$ cat src/rtl/shiftreg_universal_burst.sv
// Parametrised universal shift register: hold / shift left / shift right / parallel load,
// with serial or rotate insertion, a dynamic tap and a CE-gated burst shift engine.
module shiftreg_universal_burst #(
    parameter int              WIDTH = 8,
    parameter logic [WIDTH-1:0] INIT = {WIDTH{1'b0}},
    localparam int             CW    = $clog2(WIDTH + 1),
    localparam int             AW    = $clog2(WIDTH)
) (
    input  logic             C,
    input  logic             R,
    input  logic             CE,
    input  logic [1:0]       MODE,
    input  logic             ROT,
    input  logic             SI,
    input  logic [WIDTH-1:0] D,
    input  logic             START,
    input  logic [CW-1:0]    CNT,
    input  logic [AW-1:0]    A,
    output logic [WIDTH-1:0] Q,
    output logic             SOL,
    output logic             SOR,
    output logic             TAP,
    output logic             BUSY,
    output logic             DONE
);

    typedef enum logic [0:0] {
        ST_IDLE = 1'b0,
        ST_BUSY = 1'b1
    } state_t;

    state_t           state_r, state_next_s;
    logic [WIDTH-1:0] q_r, q_next_s;
    logic [CW-1:0]    rem_r, rem_next_s;
    logic             dir_left_r, dir_left_next_s;
    logic             rot_r, rot_next_s;
    logic             done_r, done_next_s;
    logic [CW-1:0]    cnt_eff_s;
    logic             tap_s;

    // One shift step; the inserted bit is either the bit leaving or SI.
    function automatic logic [WIDTH-1:0] shift_f(input logic [WIDTH-1:0] v,
                                                 input logic left,
                                                 input logic rot,
                                                 input logic si);
        logic ins;
        if (left) begin
            ins = rot ? v[WIDTH-1] : si;
            return {v[WIDTH-2:0], ins};
        end else begin
            ins = rot ? v[0] : si;
            return {ins, v[WIDTH-1:1]};
        end
    endfunction

    // Clamp the requested burst length to the register width.
    always_comb begin
        cnt_eff_s = CNT;
        if (CNT > CW'(WIDTH)) begin
            cnt_eff_s = CW'(WIDTH);
        end else begin
            cnt_eff_s = CNT;
        end
    end

    // Next-state, next-data and DONE decode for the IDLE/BUSY engine.
    always_comb begin
        state_next_s    = state_r;
        q_next_s        = q_r;
        rem_next_s      = rem_r;
        dir_left_next_s = dir_left_r;
        rot_next_s      = rot_r;
        done_next_s     = 1'b0;
        case (state_r)
            ST_IDLE: begin
                if (CE && START && (MODE == 2'b01 || MODE == 2'b10)) begin
                    dir_left_next_s = (MODE == 2'b01);
                    rot_next_s      = ROT;
                    if (cnt_eff_s == {CW{1'b0}}) begin
                        done_next_s = 1'b1;
                    end else begin
                        q_next_s   = shift_f(q_r, MODE == 2'b01, ROT, SI);
                        rem_next_s = cnt_eff_s - CW'(1);
                        // A single-shift burst finishes without visiting BUSY.
                        if (cnt_eff_s == CW'(1)) begin
                            done_next_s = 1'b1;
                        end else begin
                            state_next_s = ST_BUSY;
                        end
                    end
                end else if (CE) begin
                    case (MODE)
                        2'b00:   q_next_s = q_r;
                        2'b01:   q_next_s = shift_f(q_r, 1'b1, ROT, SI);
                        2'b10:   q_next_s = shift_f(q_r, 1'b0, ROT, SI);
                        2'b11:   q_next_s = D;
                        default: q_next_s = q_r;
                    endcase
                end else begin
                    q_next_s = q_r;
                end
            end
            ST_BUSY: begin
                if (CE) begin
                    q_next_s   = shift_f(q_r, dir_left_r, rot_r, SI);
                    rem_next_s = rem_r - CW'(1);
                    if (rem_r == CW'(1)) begin
                        state_next_s = ST_IDLE;
                        done_next_s  = 1'b1;
                    end else begin
                        state_next_s = ST_BUSY;
                    end
                end else begin
                    state_next_s = ST_BUSY;
                end
            end
            default: begin
                state_next_s = ST_IDLE;
            end
        endcase
    end

    // State, data and burst bookkeeping registers with synchronous reset.
    always_ff @(posedge C) begin
        if (R) begin
            state_r    <= ST_IDLE;
            q_r        <= INIT;
            rem_r      <= {CW{1'b0}};
            dir_left_r <= 1'b0;
            rot_r      <= 1'b0;
            done_r     <= 1'b0;
        end else begin
            state_r    <= state_next_s;
            q_r        <= q_next_s;
            rem_r      <= rem_next_s;
            dir_left_r <= dir_left_next_s;
            rot_r      <= rot_next_s;
            done_r     <= done_next_s;
        end
    end

    // Dynamic tap; out-of-range selects read as zero.
    always_comb begin
        tap_s = 1'b0;
        if (int'(A) < WIDTH) begin
            tap_s = q_r[A];
        end else begin
            tap_s = 1'b0;
        end
    end

    assign Q    = q_r;
    assign SOL  = q_r[WIDTH-1];
    assign SOR  = q_r[0];
    assign TAP  = tap_s;
    assign BUSY = (state_r == ST_BUSY);
    assign DONE = done_r;

endmodule

$ cat config.mk
export PLATFORM = sky130hd
export DESIGN_NAME = shiftreg_universal_burst
export DESIGN_NICKNAME = d
export VERILOG_FILES = /design/src/rtl/shiftreg_universal_burst.sv
export SDC_FILE = /design/constraint.sdc
export NUM_CORES = 1
export LEC_CHECK = 0
export BUFFER_PORTS_ARGS = -buffer_cell sky130_fd_sc_hd__buf_2
export CAP_MARGIN = 20
export CELL_PAD_IN_SITES_DETAIL_PLACEMENT = 1
export CELL_PAD_IN_SITES_GLOBAL_PLACEMENT = 1
export CORE_MARGIN = 4
export CORE_UTILIZATION = 38
export DETAILED_ROUTE_END_ITERATION = 10
export PLACE_DENSITY_LB_ADDON = 0.1
export SLEW_MARGIN = 5
export SYNTH_ARGS = -nofsm -noshare
export SYNTH_HDL_FRONTEND = slang
export SYNTH_SLANG_ARGS = --single-unit
export TNS_END_PERCENT = 100
$ cat constraint.sdc
create_clock -name C -period 2 [get_ports C]
set_clock_uncertainty 0.2 [all_clocks]
set_input_delay 0.2 -clock C [delete_from_list [all_inputs] [get_ports C]]
set_output_delay 0.2 -clock C [all_outputs]
set_load 0.05 [all_outputs]
==> results of run 1 <==
==> what timing repair did <==
item                                   in CTS  in global routing
endpoints found under the hold margin       0                  0
resized for setup                           1                  5
setup endpoints to repair                   1                  5
==> stage by stage <==
stage | power [mW] | util | cell area, um^2 | setup TNS (ps)
floorplan | 0.633 | - | 1420 | 0
global placement | 0.752 | 0.495 | 1720 | -41.6
detailed placement | 0.769 | 0.495 | 1720 | -603
CTS | 1.06 | 0.511 | 1770 | 0
global route | 1.11 | 0.515 | 1790 | 0
finish | 1.05 | 0.515 | 1790 | 0
==> registers in the layout, indices dropped and copies added, names as in the netlist <==
register,flops
rot_r,1
dir_left_r,1
Q,8
BUSY,1
DONE,1
rem_r,4
==> worst paths after layout <==
check / depth (start not counted) / start / end / slack, ps
worst min register to register: 2 / rem_r[1] / rem_r[1] / 340
worst max register to register: 5 / BUSY / DONE / 280
worst min-delay path: 3 / ROT / rot_r / 50
worst max-delay path: 3 / Q[7] / TAP / 80
==> cell type report <==
class                      instances  area share
multi-input combinational        138       0.555
inverter                           7      0.0147
tap                               46      0.0322
timing repair buffer              55       0.186
clock buffer                       4      0.0308
sequential                        16       0.182
==> logic make-up after synthesis <==
kind of cell | Yosys count | synth area share
xor gates and xnor gates | 1 | 0.00618
AOI/OAI and AO/OA | 60 | 0.286
muxes | 22 | 0.178
and+or+nand+nor | 46 | 0.147
DFF | 16 | 0.226
adders and majority gates | 9 | 0.0795
buffers and inverters | 21 | 0.0777
==> layout by cell type (no fill, tap or decap), types with 8 or more instances in the layout <==
| cell type | count |
|---|---|
| nand2_1 | 21 |
| mux2i_1 | 15 |
| dfxtp_1 | 15 |
| ha_1 | 9 |
| a211oi_1 | 11 |
| o21ai_0 | 8 |
| buf_4 | 20 |
| a21oi_1 | 18 |
| buf_2 | 34 |
==> power groups by stage <==
stage	clock network, mW	logic [mW]	registers, mW
2_1_floorplan	0	0.212	0.421
3_3_place_gp	0	0.384	0.367
3_5_place_dp	0	0.400	0.369
4_1_cts	0.292	0.401	0.363
5_1_grt	0.305	0.437	0.365
6_report	0.282	0.404	0.363
==> layer usage <==
layer	routed length [um]	vias to the layer above	track usage
met4	24	0	0.0282
met5	0	-	0
met2	2350	37	0.353
met1	2040	755	0.242
met3	225	4	0.0407
li1	-	730	-
==> worst max-delay path, stage by stage (launching register included) <==
cell and delay (ps):
dfxtp_4 370, mux4_2 470, mux2_2 280, buf_6 150
==> synthesized netlist by cell type <==
cell type / count
a211oi_1: 11
a21oi_1: 18
a21oi_2: 1
a221oi_1: 2
a22o_1: 6
a22oi_1: 2
a311oi_2: 1
and3_1: 1
buf_2: 7
buf_4: 2
buf_6: 2
clkbuf_1: 3
dfxtp_1: 16
ha_1: 9
inv_1: 7
mux2_2: 5
mux2i_1: 15
mux4_2: 2
nand2_1: 21
nand2b_1: 2
nand3_1: 2
nor2_1: 7
nor2_2: 2
nor2b_1: 2
nor3_1: 7
nor3b_1: 1
nor4_1: 1
o211ai_1: 6
o21a_1: 2
o21ai_0: 8
o21ai_1: 1
o21ai_2: 1
o21ba_2: 1
xnor2_1: 1
==> results_dict.tcl, run 1 <==
set metrics [dict create \
    status "finished clean" \
    multiInputGateArea_um2 991 \
    slew_headroom 0.734 \
    arrival_ps 1520 \
    grt_first_pass_wirelength_um 7800 \
    start_util 0.408 \
    cts-root-buf "clkbuf_8" \
    crit_type "flop to output port" \
    wirelength_um 4640 \
    hold_buffers 0 \
    clkLatencyLatePin_ps 250 \
    p_leak_nw 0.740 \
    cts_buffers 3 \
    seqPwrFrac 0.346 \
    dp_hpwl_um 3710 \
    hold_path_class "primary input to flop" \
    synth_area_um2 1420 \
    cap_viol_max_count 0 \
    power.switching_mw 0.377 \
    finalSetupViolations 0 \
    cp-end-kind "output port" \
    clockPowerShare 0.269 \
    grt_start_max_net_pins 17 \
    overflow 0 \
    postRouteAntennaNets 0 \
    core_area_um2 3470 \
    fin_crit_ps 1920 \
    ioPinCount 36 \
    cp-start-kind "flop" \
    area_growth_pct 26.1 \
    worst_ir_drop_vdd_mv 0.315 \
    firstDrtPassIters 4 \
    avgSynthCellArea_um2 8.09 \
    antenna_found_initial 0 \
    gp_congestion 0.783 \
    drc_errors 0 \
    ys_ff_latch 16 \
    cts_sinks 16 \
    diodes 0 \
    setup_slack_ps 81.6 \
    hold_viol_final 0 \
    register_area_um2 324 \
    clk_pin_slew_ps 60 \
    ys_seq_area_frac 0.226 \
    yosysTopAreaCell "dfxtp_1" \
    final_layout_size_suffix_gt1_frac 0.336 \
    final_cells 266 \
    die_w_um 69.1 \
    clockBufferDepth 2 \
    via_count 1526 \
    rsz0062_at_grt "no" \
    dp.cells 262 \
    first_global_vias 1572 \
    fillers 459 \
    htree_levels 1 \
    worstMarginPinSlew_ps 399 \
    cts_tree "built" \
    io_buffer_count 35 \
    rows 21 \
    post_drt_wl_per_cell_um 17.4 \
    finalNetCount 253 \
    via_per_inst 5.74 \
    dpl_worst_slack_ps -100 \
    yosys_warnings 0 \
    yosys-top-cells-area "dfxtp_1 23%, mux2i_1 11%, ha_1 8.0%" \
    drt-initial-drc-count 68 \
    synth_fp_nets 207 \
    hold-worst-slack_ps 47.9 \
    cp.required_ps 1600 \
    slew_violations 0 \
    die_h_um 69.1 \
    track_usage 0.196 \
    yosysTopAreaCellShare 0.226 \
    switching_share 0.359 \
    netlist_instances 175 \
    finalCritPeriodShare 0.959 \
    internal_power_mw 0.672 \
    cts_setup_buffers 0 \
    pwr_density_cell_nw_per_um2 587 \
    critPathMaxFanout 6 \
    max_freq_mhz 521 \
    comb_power_share 0.385 \
    synth_cell_types 34 \
    dieArea_um2 4770 \
]
No activity file was read; power rests on OpenSTA's default activity.
==> run 2, diff against run 1 <==
--- a/config.mk
+++ b/config.mk
@@ -9,6 +9,7 @@
 export CAP_MARGIN = 20
 export CELL_PAD_IN_SITES_DETAIL_PLACEMENT = 1
 export CELL_PAD_IN_SITES_GLOBAL_PLACEMENT = 1
+export CORE_ASPECT_RATIO = 1.5
 export CORE_MARGIN = 4
 export CORE_UTILIZATION = 38
 export DETAILED_ROUTE_END_ITERATION = 10
==> run 2 against run 1 <==
Register-to-register slack about the same; sequential power is essentially flat; clock power rose by 6%; cell count up 0.38%; wire length increased by 8.0%; power is 3.3% higher; maximum frequency is 0.44% lower; sequential cell count is the same; critical path depth unchanged.
==> results_dict.tcl, run 2 (synthesized netlist as in run 1, its figures left out) <==
set metrics [dict create \
    cp-end-kind "output port" \
    htree_levels 1 \
    gp_congestion 0.880 \
    crit_type "flop to output port" \
    max_freq_mhz 519 \
    track_usage 0.231 \
    hold_viol_final 0 \
    postRouteAntennaNets 0 \
    via_per_inst 5.79 \
    cpPeakStageDelay_ps 470 \
    clockBufferDepth 2 \
    grt_first_pass_wirelength_um 8280 \
    cp_num_cells 3 \
    area_growth_pct 30.2 \
    status "finished clean" \
    grt_start_max_net_pins 17 \
    cp_cell_sequence "mux4_2, mux2_2, buf_4" \
    setup_tns_ps 0 \
    largest_reg_flops 8 \
    cts_sinks 16 \
    critPathMaxFanout 4 \
    whs_path_depth 3 \
    rows 26 \
    ioPinCount 36 \
    finalNetCount 258 \
    worst_ir_drop_vdd_mv 0.342 \
    diodes 0 \
    cts-root-buf "clkbuf_8" \
    worstMarginPinSlew_ps 473 \
    slew_headroom 0.681 \
    dieArea_um2 4790 \
    rsz0062_at_grt "no" \
    cp.required_ps 1600 \
    die_h_um 82.8 \
    core_area_um2 3510 \
    p_leak_nw 0.775 \
    finalCritPeriodShare 0.963 \
    setup_slack_ps 73.1 \
    fin_area_um2 1840 \
    cpLargestDelayFamily "multiplexers" \
    cp.buffers_inverters 1 \
    io_buffer_count 35 \
    cts_tree "built" \
    cap_viol_max_count 0 \
    cpMaxStageDelayCell "mux4_2" \
    via_count 1545 \
    drc_errors 0 \
    hold_path_class "primary input to flop" \
    die_w_um 57.9 \
    fin_crit_ps 1930 \
    firstDrtPassIters 4 \
    reg2reg_depth 5 \
    wirelength_um 5010 \
    antenna_found_initial 0 \
    clk_pin_slew_ps 70 \
    mostFrequentLayoutCell "buf_2" \
    clkLatencyLatePin_ps 250 \
    post_drt_wl_per_cell_um 18.8 \
    cts_buffers 3 \
    final_layout_size_suffix_gt1_frac 0.347 \
    dpl_worst_slack_ps -107 \
    start_util 0.403 \
    first_global_vias 1664 \
    hold_buffers 0 \
    slew_violations 0 \
    drt-initial-drc-count 29 \
    final_cell_mix "34 x buf_2, 23 x buf_4, 21 x nand2_1" \
    dpl_cell_area_um2 1790 \
    overflow 0 \
    arrival_ps 1530 \
    pwr_density_cell_nw_per_um2 587 \
    finalSetupViolations 0 \
    dp_hpwl_um 4030 \
    cp-start-kind "flop" \
]
## run 2: cell types whose count changed in the layout (fill, tap and decap cells not counted)
cell / before / now
dfxtp_2: 0 / 1
buf_4: 20 / 23
dfxtp_4: 1 / 0
nor3b_2: 1 / 0
buf_6: 1 / 0
nor3b_1: 0 / 1
buf_12: 0 / 3
## run 2: stage by stage
step | hold slack [ps] | total power, mW | utilization | std cells
after detailed placement | 290 | 0.790 | 0.508 | 263
after global routing | 35.3 | 1.15 | 0.525 | 267
after floorplan | 67.9 | 0.633 | - | 175
final | 30.0 | 1.08 | 0.525 | 267
after CTS | 32.1 | 1.09 | 0.524 | 267
after global placement | 277 | 0.774 | 0.508 | 263
## run 2: cell type report
| type | instances | area (um^2) |
|---|---|---|
| Inverter | 7 | 26.3 |
| Sequential cell | 16 | 322 |
| Fill cell | 473 | 1670 |
| Multi-Input combinational cell | 138 | 986 |
| Clock buffer | 4 | 55.1 |
| Tap cell | 42 | 52.6 |
| Timing Repair Buffer | 60 | 403 |
## run 2: worst reg2reg max path: cells and delay by family, from the launching register on
family | cells | cell delay, ps
mux | 2 | 570
flops | 1 | 340
buf+inv | 1 | 170
compound gates | 2 | 280
## run 2: path summary, 6_finish.rpt
check | from | end | slack, ps
worst max-delay path | Q[7] | TAP | 70
worst min register to register | rem_r[1] | rem_r[1] | 290
worst max register to register | Q[0] | Q[7] | 290
worst min-delay path | ROT | rot_r | 30
## run 2: metal layers
layer	track usage	vias up	share of wire
met5	0	-	0
met4	0.130	0	0.054
met3	0.0310	21	0.043
met2	0.447	49	0.55
met1	0.232	734	0.35
li1	-	741	-
## run 2: where the power goes
group,internal (mW),switching (mW),leakage [nW]
combinational,0.170,0.252,0.615
clock,0.175,0.123,0.0288
sequential,0.340,0.0239,0.131
total,0.684,0.399,0.775
## run 2: what timing repair did
| action | CTS | global route |
|---|---|---|
| gates resized for setup | 0 | 3 |
| setup endpoints to repair | 0 | 1 |
| setup buffers | 0 | 0 |
==> run 3, diff against run 2 <==
--- a/config.mk
+++ b/config.mk
@@ -11,7 +11,7 @@
 export CELL_PAD_IN_SITES_GLOBAL_PLACEMENT = 1
 export CORE_ASPECT_RATIO = 1.5
 export CORE_MARGIN = 4
-export CORE_UTILIZATION = 38
+export CORE_UTILIZATION = 35
 export DETAILED_ROUTE_END_ITERATION = 10
 export PLACE_DENSITY_LB_ADDON = 0.1
 export SLEW_MARGIN = 5
==> constraint.sdc (replaced) <==
create_clock -name C -period 1.6 [get_ports C]
set_clock_uncertainty 0.2 [all_clocks]
set_input_delay 0.16 -clock C [delete_from_list [all_inputs] [get_ports C]]
set_output_delay 0.16 -clock C [all_outputs]
set_load 0.05 [all_outputs]
==> run 3 against run 2 <==
Sequential cell count unchanged; combinational power up 79%; the run now ends with negative setup slack left; non-clock buffer count up 26; hold slack better by 1.1 ps; wire length up 33%; register-to-register slack worse by 400 ps; sequential power up 24%; utilization up 7.8 points; largest cell class unchanged; via count up 13%; critical endpoint unchanged.
==> results_dict.tcl, run 3 (synthesized netlist as in run 1, its figures left out) <==
set metrics [dict create \
    status "finished, violations left" \
    violations "negative setup slack" \
    worstMarginPinSlew_ps 375 \
    ioPinCount 36 \
    reg2reg_from "Q[7]" \
    htree_levels 1 \
    cp_num_cells 3 \
    final_cell_mix "45 x buf_4, 30 x buf_2, 21 x nand2_1" \
    largest_reg_flops 8 \
    r2r_end "Q[6]" \
    pwr_density_cell_nw_per_um2 674 \
    hold-worst-slack_ps 31.1 \
    cts_tree "built" \
    met2WireLength_um 3770 \
    clk_pin_slew_ps 70 \
    track_usage 0.238 \
    max_freq_mhz 542 \
    critPathMaxFanout 2 \
    die_w_um 59.9 \
    wl_met1_um 2300 \
    critPathCapture "TAP" \
    die_h_um 85.9 \
    cap_viol_max_count 0 \
    clkLatencyLatePin_ps 260 \
    via_count 1751 \
    p_leak_nw 0.977 \
    setup_slack_ps -245 \
    fin_crit_ps 1840 \
    rows 28 \
    rrSetupSlack_ps -110 \
    cp-startpoint "Q[7]" \
    area_growth_pct 67.0 \
    cpLargestDelayFamily "multiplexers" \
    arrival_ps 1480 \
    slew_headroom 0.750 \
    postRouteAntennaNets 0 \
    dieArea_um2 5150 \
    cp_cell_sequence "mux4_2, mux2_4, buf_8" \
    hold_viol_final 0 \
    io_buffer_count 35 \
    total_power_mw 1.59 \
    clockPowerShare 0.242 \
    reg2reg_depth 7 \
    cpMaxStageDelayCell "mux4_2" \
    antenna_found_initial 0 \
    grt_start_max_net_pins 17 \
    drc_errors 0 \
    worst_ir_drop_vdd_mv 0.503 \
    crit_type "flop to output port" \
    internal_power_mw 0.981 \
    finalCritPeriodShare 1.15 \
    overflow 0 \
    via_per_inst 5.92 \
    cp-end-kind "output port" \
    comb_power_share 0.474 \
    power.switching_mw 0.612 \
    cts-root-buf "clkbuf_8" \
    seqPwrFrac 0.284 \
    switching_share 0.384 \
    first_global_vias 1883 \
    grt_first_pass_wirelength_um 9160 \
    final_layout_size_suffix_gt1_frac 0.578 \
    finalSetupViolations 4 \
    gp_congestion 0.861 \
    cts_sinks 16 \
    highest_layer "met4" \
    finalNetCount 284 \
    firstDrtPassIters 4 \
    dp.cells 283 \
    final_cells 296 \
    clockBufferDepth 2 \
    rsz0062_at_grt "yes" \
    start_util 0.361 \
    cp-start-kind "flop" \
    cts_buffers 3 \
    slew_violations 0 \
    core_area_um2 3920 \
    dp_hpwl_um 4310 \
    wirelength_um 6690 \
    fillers 485 \
    post_drt_wl_per_cell_um 22.6 \
    fin_util 0.603 \
    cp.buffers_inverters 1 \
    cp.required_ps 1240 \
    cpPeakStageDelay_ps 450 \
    hold_path_class "primary input to flop" \
    mostFrequentLayoutCell "buf_4" \
    wl_met3_um 226 \
    diodes 0 \
    hold_buffers 0 \
    drt-initial-drc-count 43 \
]
## run 3: cell types whose count changed in the layout (fill, tap and decap cells not counted), sizes merged
cell	delta
buf	+25
clkbuf	+1
## run 3: layout make-up
class                           count  area [um^2]  area share
Sequential cell                    16          339       0.143
Inverter                            7         28.8      0.0122
Timing Repair Buffer               86          647       0.274
Multi-Input combinational cell    138         1240       0.524
Clock buffer                        4         55.1      0.0233
Tap cell                           45         56.3      0.0238
## run 3: what timing repair did
action,CTS,global route
gates resized for setup,20,34
setup buffers,5,3
gates cloned,0,1
endpoints found under the setup margin,8,15
pin swaps,5,18
## run 3: power by group through the flow
| stage | Sequential [mW] | Clock (mW) | Combinational [mW] |
|---|---|---|---|
| CTS | 0.451 | 0.386 | 0.648 |
| global placement | 0.464 | 0 | 0.573 |
| global route | 0.457 | 0.405 | 0.798 |
| finish | 0.453 | 0.386 | 0.755 |
| floorplan | 0.532 | 0 | 0.288 |
| detailed placement | 0.465 | 0 | 0.591 |
## run 3: worst min path at each step
stage / endpoint / from / slack [ps] / cells past startpoint
3_5_place_dp: rem_r[1] / rem_r[1] / 290 / 2
4_1_cts: rot_r / ROT / 20 / 3
3_3_place_gp: rot_r / ROT / 270 / 3
5_1_grt: rot_r / ROT / 40 / 3
6_report: rot_r / ROT / 30 / 3
2_1_floorplan: Q[7] / R / 30 / 1
## run 3: tightest hold or removal path: stages
cell and delay (ps):
buf_2 140, nand2_1 90, a21oi_1 60
## run 3: through the flow
stage          TNS (ps)  setup WS [ps]  area (um^2)
6_report           -388           -245         2360
5_1_grt            -953           -271         2360
4_1_cts            -287           -243         2150
3_5_place_dp      -3480           -409         1980
3_3_place_gp      -2980           -401         1980
2_1_floorplan      -111          -88.5         1500
## run 3: metal layers
metal,up-vias,global-route usage
met3,27,0.0226
met1,872,0.234
li1,794,-
met2,58,0.456
met5,-,0
met4,0,0.133
